**src/rtl/fetch_queue.sv**
```systemverilog
// Instruction prefetch queue: fetches sequentially from PC into a small circular buffer
// feeding decode, with execute-stage redirect, flush and misaligned-target halt.
module fetch_queue #(
    parameter int unsigned     XLEN     = 32,
    parameter int unsigned     DEPTH    = 4,
    parameter logic [XLEN-1:0] RESET_PC = 32'h0000_0000
) (
    input  logic                       clk,
    input  logic                       reset,
    output logic [XLEN-1:0]            imem_addr,
    output logic                       imem_req,
    input  logic                       imem_ready,
    input  logic [XLEN-1:0]            imem_rdata,
    input  logic                       PCSrcE,
    input  logic [XLEN-1:0]            PCResultE,
    input  logic                       StallD,
    output logic                       ValidD,
    output logic [XLEN-1:0]            InstrD,
    output logic [XLEN-1:0]            PCD,
    output logic [XLEN-1:0]            PCPlus4D,
    output logic [$clog2(DEPTH+1)-1:0] CountF,
    output logic                       MisalignF
);

    localparam int unsigned PtrW = $clog2(DEPTH);
    localparam int unsigned CntW = $clog2(DEPTH + 1);
    localparam logic [CntW-1:0] FullCount = CntW'(DEPTH);

    typedef enum logic {
        StFetch,
        StHalted
    } stateT;

    stateT             stateQ, stateNext;
    logic [XLEN-1:0]   pcQ, pcNext;
    logic [PtrW-1:0]   rdPtrQ, rdPtrNext;
    logic [PtrW-1:0]   wrPtrQ, wrPtrNext;
    logic [CntW-1:0]   countQ, countNext;
    logic              misalignQ, misalignNext;

    logic [XLEN-1:0]   pcMem    [DEPTH];
    logic [XLEN-1:0]   instrMem [DEPTH];

    logic              push;
    logic              pop;

    // Gating with reset keeps the request low while reset is held.
    assign imem_req  = reset && (stateQ == StFetch) && (countQ != FullCount) && !PCSrcE;
    assign imem_addr = pcQ;
    assign push      = imem_req && imem_ready;
    assign pop       = ValidD && !StallD && !PCSrcE;

    assign ValidD    = (countQ != '0);
    assign InstrD    = ValidD ? instrMem[rdPtrQ] : '0;
    assign PCD       = ValidD ? pcMem[rdPtrQ] : '0;
    assign PCPlus4D  = ValidD ? (pcMem[rdPtrQ] + XLEN'(4)) : '0;
    assign CountF    = countQ;
    assign MisalignF = misalignQ;

    always_comb begin
        stateNext    = stateQ;
        pcNext       = pcQ;
        rdPtrNext    = rdPtrQ;
        wrPtrNext    = wrPtrQ;
        countNext    = countQ;
        misalignNext = misalignQ;

        if (PCSrcE) begin
            // Redirect flushes everything and overrides any concurrent pop.
            pcNext       = PCResultE;
            rdPtrNext    = '0;
            wrPtrNext    = '0;
            countNext    = '0;
            misalignNext = |PCResultE[1:0];
            stateNext    = (|PCResultE[1:0]) ? StHalted : StFetch;
        end else begin
            if (push) begin
                wrPtrNext = wrPtrQ + PtrW'(1);
                pcNext    = pcQ + XLEN'(4);
            end
            if (pop) begin
                rdPtrNext = rdPtrQ + PtrW'(1);
            end
            unique case ({push, pop})
                2'b10:   countNext = countQ + CntW'(1);
                2'b01:   countNext = countQ - CntW'(1);
                default: countNext = countQ;
            endcase
        end
    end

    always_ff @(posedge clk or negedge reset) begin
        if (!reset) begin
            stateQ    <= StFetch;
            pcQ       <= RESET_PC;
            rdPtrQ    <= '0;
            wrPtrQ    <= '0;
            countQ    <= '0;
            misalignQ <= 1'b0;
        end else begin
            stateQ    <= stateNext;
            pcQ       <= pcNext;
            rdPtrQ    <= rdPtrNext;
            wrPtrQ    <= wrPtrNext;
            countQ    <= countNext;
            misalignQ <= misalignNext;
        end
    end

    // Payload storage needs no reset: outputs are masked while the queue is empty.
    always_ff @(posedge clk) begin
        if (push) begin
            pcMem[wrPtrQ]    <= pcQ;
            instrMem[wrPtrQ] <= imem_rdata;
        end
    end

endmodule
```
**config.mk**
```make
export PLATFORM = sky130hd
export DESIGN_NAME = fetch_queue
export DESIGN_NICKNAME = d
export VERILOG_FILES = /design/src/rtl/fetch_queue.sv
export SDC_FILE = /design/constraint.sdc
export NUM_CORES = 1
export LEC_CHECK = 0
export BUFFER_PORTS_ARGS = -buffer_cell sky130_fd_sc_hd__buf_2
export CORE_ASPECT_RATIO = 0.8
export CORE_UTILIZATION = 40
export DETAILED_ROUTE_END_ITERATION = 8
export HOLD_SLACK_MARGIN = 0.02
export SLEW_MARGIN = 20
export SYNTH_ARGS = -nofsm -noshare
export SYNTH_HDL_FRONTEND = slang
export SYNTH_SLANG_ARGS = --single-unit
export TNS_END_PERCENT = 20
```
**constraint.sdc**
```tcl
create_clock -name clk -period 7.8 [get_ports clk]
set_input_delay 0.39 -clock clk [delete_from_list [all_inputs] [get_ports clk]]
set_output_delay 0.39 -clock clk [all_outputs]
set_load 0.1 [all_outputs]
```
==> out/metrics.cfg <==
[run_status]
status = finished clean

[sta]
tightest_slew_ns = 1.028
clock_skew_ns = 0.01441
holdWs_ns = 0.03869
setup_viol = 0
drv_slew = 0
rsz0062_at_grt = false
relSlewSlack = 0.3147
max_freq_ghz = 0.2075
period_share = 0.6178
final_hold_viol_count = 0
fin_tns_setup_ns = 0
min_period_ns = 4.819

[worst_setup_path]
worstPathArrival_ns = 4.43
worst-r2r-cell-count = 10
critPathMaxFanout = 38
r2r_start = CountF[0]
critPathRequiredTime_ns = 7.41
rrSetupSlack_ns = 5.06
start_kind = flop
critPathKind = flop to output pin
end_kind = output pin
r2r-end = CountF[2]

[layout]
multi_input_area_sq_um = 3890
fin_area_sq_um = 15440
drive_gt1_frac = 0.3205
area_growth_pct = 19.92
postLayoutCoreUtil = 0.4890
layout.nets = 1088
regArea_sq_um = 8696
n_fill_cell = 2711

[clock_tree]
h-tree-depth = 1
cts_sinks = 296
path_clk_slew_ns = 0.06
cts_made_buffers = 31
cts_tree = built
cts.path.max_buffers = 3
cts_setup_buffers = 0
worstSkewPairLatency_ns = 0.57
cts_root_buffer = clkbuf_16

[detailed_routing]
wl_met3_mm = 2.062
antenna_left = 0
postRouteWirelength_mm = 31.61
wl_met2_mm = 13.84
vias = 7924
wl_met1_mm = 15.14
drtIter0Drc = 523
routed.top_layer = met5
wl_per_cell_um = 21.69
drc = 0
first_pass_iters = 5
viasPerCell = 5.439

[floorplanning]
rows = 58
ios = 203
die-height_um = 162.5
core_area_sq_um = 31570
start_util = 0.4078
dieArea_sq_um = 32910
die_w_um = 202.6

[synthesis]
avgSynthCellArea_sq_um = 16.17
yosysWarnings = 0
ys_seq_area_frac = 0.6750
syn_inst = 796
synth_edf_count = 256
syn_nets = 872
ys_types = 55
postSynth.topFlopCell = edfxtp_1
synth_area_sq_um = 12870
async_flop_share = 0.1351
synth-seq-cells = 296

[place]
dpl.hpwl_mm = 19.72
portBuffers = 202
place_area_sq_um = 14230
gp_congestion = 0.7945

[min_path]
min_path_cells = 1
hp-start = imem_rdata[9]
min_path_type = input port to flop
min_to = instrMem[0][9]

[grt]
grt.overflow.total = 0
grt_pass1_wl_mm = 47.24
track_usage = 0.1908
grt_pass1_vias = 7873
antenna_found_initial = 2
grt_max_degree = 66

[power_and_ir_drop]
p_leak_nw = 5.533
powerDensity_nw_per_um2 = 324.4
power.total_mw = 5.008
vdd_drop_max_uv = 298.5

[flow_run]
max-cap-violations = 0

## kinds of logic after synthesis
logic type | after synthesis | synth area share
compound gates | 93 | 0.04850
xor+xnor | 20 | 0.01361
fa+ha+maj | 7 | 0.007387
buf+inv | 56 | 0.02420
flops | 296 | 0.6750
mux | 74 | 0.1234
simple gates | 250 | 0.1079
## how the worst max path moves through the flow
stage / start / to
3_5_place_dp: rdPtrQ[0] / PCPlus4D[25]
6_report: rdPtrQ[0] / PCPlus4D[20]
3_3_place_gp: rdPtrQ[0] / PCPlus4D[20]
2_1_floorplan: CountF[1] / PCPlus4D[0]
4_1_cts: rdPtrQ[0] / PCPlus4D[25]
5_1_grt: rdPtrQ[0] / PCPlus4D[27]
## area by class of cell
class / count / share of cell area
well taps: 420 / 0.03404
inverters: 10 / 0.002432
clock inverters: 20 / 0.01475
flip-flops and latches: 296 / 0.5633
clock buffers: 37 / 0.05171
diodes: 1 / 0.0001621
repair buffers: 229 / 0.08154
multi-input cells: 444 / 0.2520
## stage by stage
step | worst slack (ns) | std cells
floorplan | 3.581 | 796
global placement | 3.524 | 1381
detailed placement | 3.476 | 1381
CTS | 2.862 | 1456
global route | 2.650 | 1456
finish | 2.981 | 1457
## sequential cells by signal, indices dropped and copies added (netlist names)
name       count
CountF         3
imem_addr     32
wrPtrQ         2
pcMem        128
rdPtrQ         2
stateQ         1
instrMem     128
## where the power goes
part | total [mW] | switching, mW | internal [mW]
Clock | 1.48 | 0.616 | 0.868
Sequential | 1.85 | 0.0872 | 1.76
Combinational | 1.68 | 1.38 | 0.301
## metal layers
metal  global-route usage  up-vias
met2               0.2816      259
met3              0.03561       46
met5                    0        -
met4              0.04614        4
li1                     -     3603
met1               0.2911     4012
## placed cells by master, fill, tap and decap left out, drive strengths merged, types with 2 or more instances in the layout
master | Yosys | layout
a21oi | 15 | 15
a221o | 11 | 11
inv | 10 | 13
a31oi | 5 | 5
dfrtp | 40 | 40
o21ai | 30 | 30
clkinvlp | 0 | 2
xnor2 | 12 | 12
and3 | 5 | 5
clkbuf | 27 | 37
nor3 | 17 | 17
nand3 | 28 | 28
nor4 | 9 | 9
ha | 6 | 6
mux4 | 64 | 64
mux2 | 8 | 8
o31ai | 8 | 8
bufinv | 0 | 4
clkinv | 0 | 11
nand4 | 12 | 12
or3 | 5 | 5
and2 | 71 | 71
nor3b | 3 | 3
a41oi | 4 | 4
mux2i | 2 | 2
o211ai | 4 | 4
a21o | 4 | 4
dlygate4sd3 | 0 | 18
o311ai | 8 | 8
nor2 | 39 | 39
nand2 | 43 | 43
xor2 | 8 | 8
edfxtp | 256 | 256
or4 | 8 | 8
and4 | 7 | 7
buf | 19 | 211
## critical path, stage by stage (launching register included)
cell and delay (ns):
dfrtp_4 0.80, buf_4 0.69, mux4_2 0.41, ha_1 0.21, nand3_1 0.16, or3_1 0.52
or3_1 0.38, a21oi_1 0.16, buf_2 0.45
## synth_stat cells, types with 10 or more instances
master    count  area share
o21ai_0      30       0.012
clkbuf_1     23      0.0067
nand3_1      26       0.010
xnor2_1      12      0.0082
nor2_1       39       0.011
mux4_1       10       0.020
nand2_1      43       0.013
a221o_1      11      0.0086
dfrtp_1      40       0.078
nor3_1       17      0.0066
a21oi_1      15      0.0058
edfxtp_1    256        0.60
and2_1       69       0.034
mux4_2       54       0.094
nand4_1      11      0.0053
inv_1        10      0.0029
## what timing repair did
item	4_1_cts	5_1_grt
hold endpoints to repair	101	0
resized for setup	0	0
hold buffers	18	0
Power figures use the tool's default switching activity.
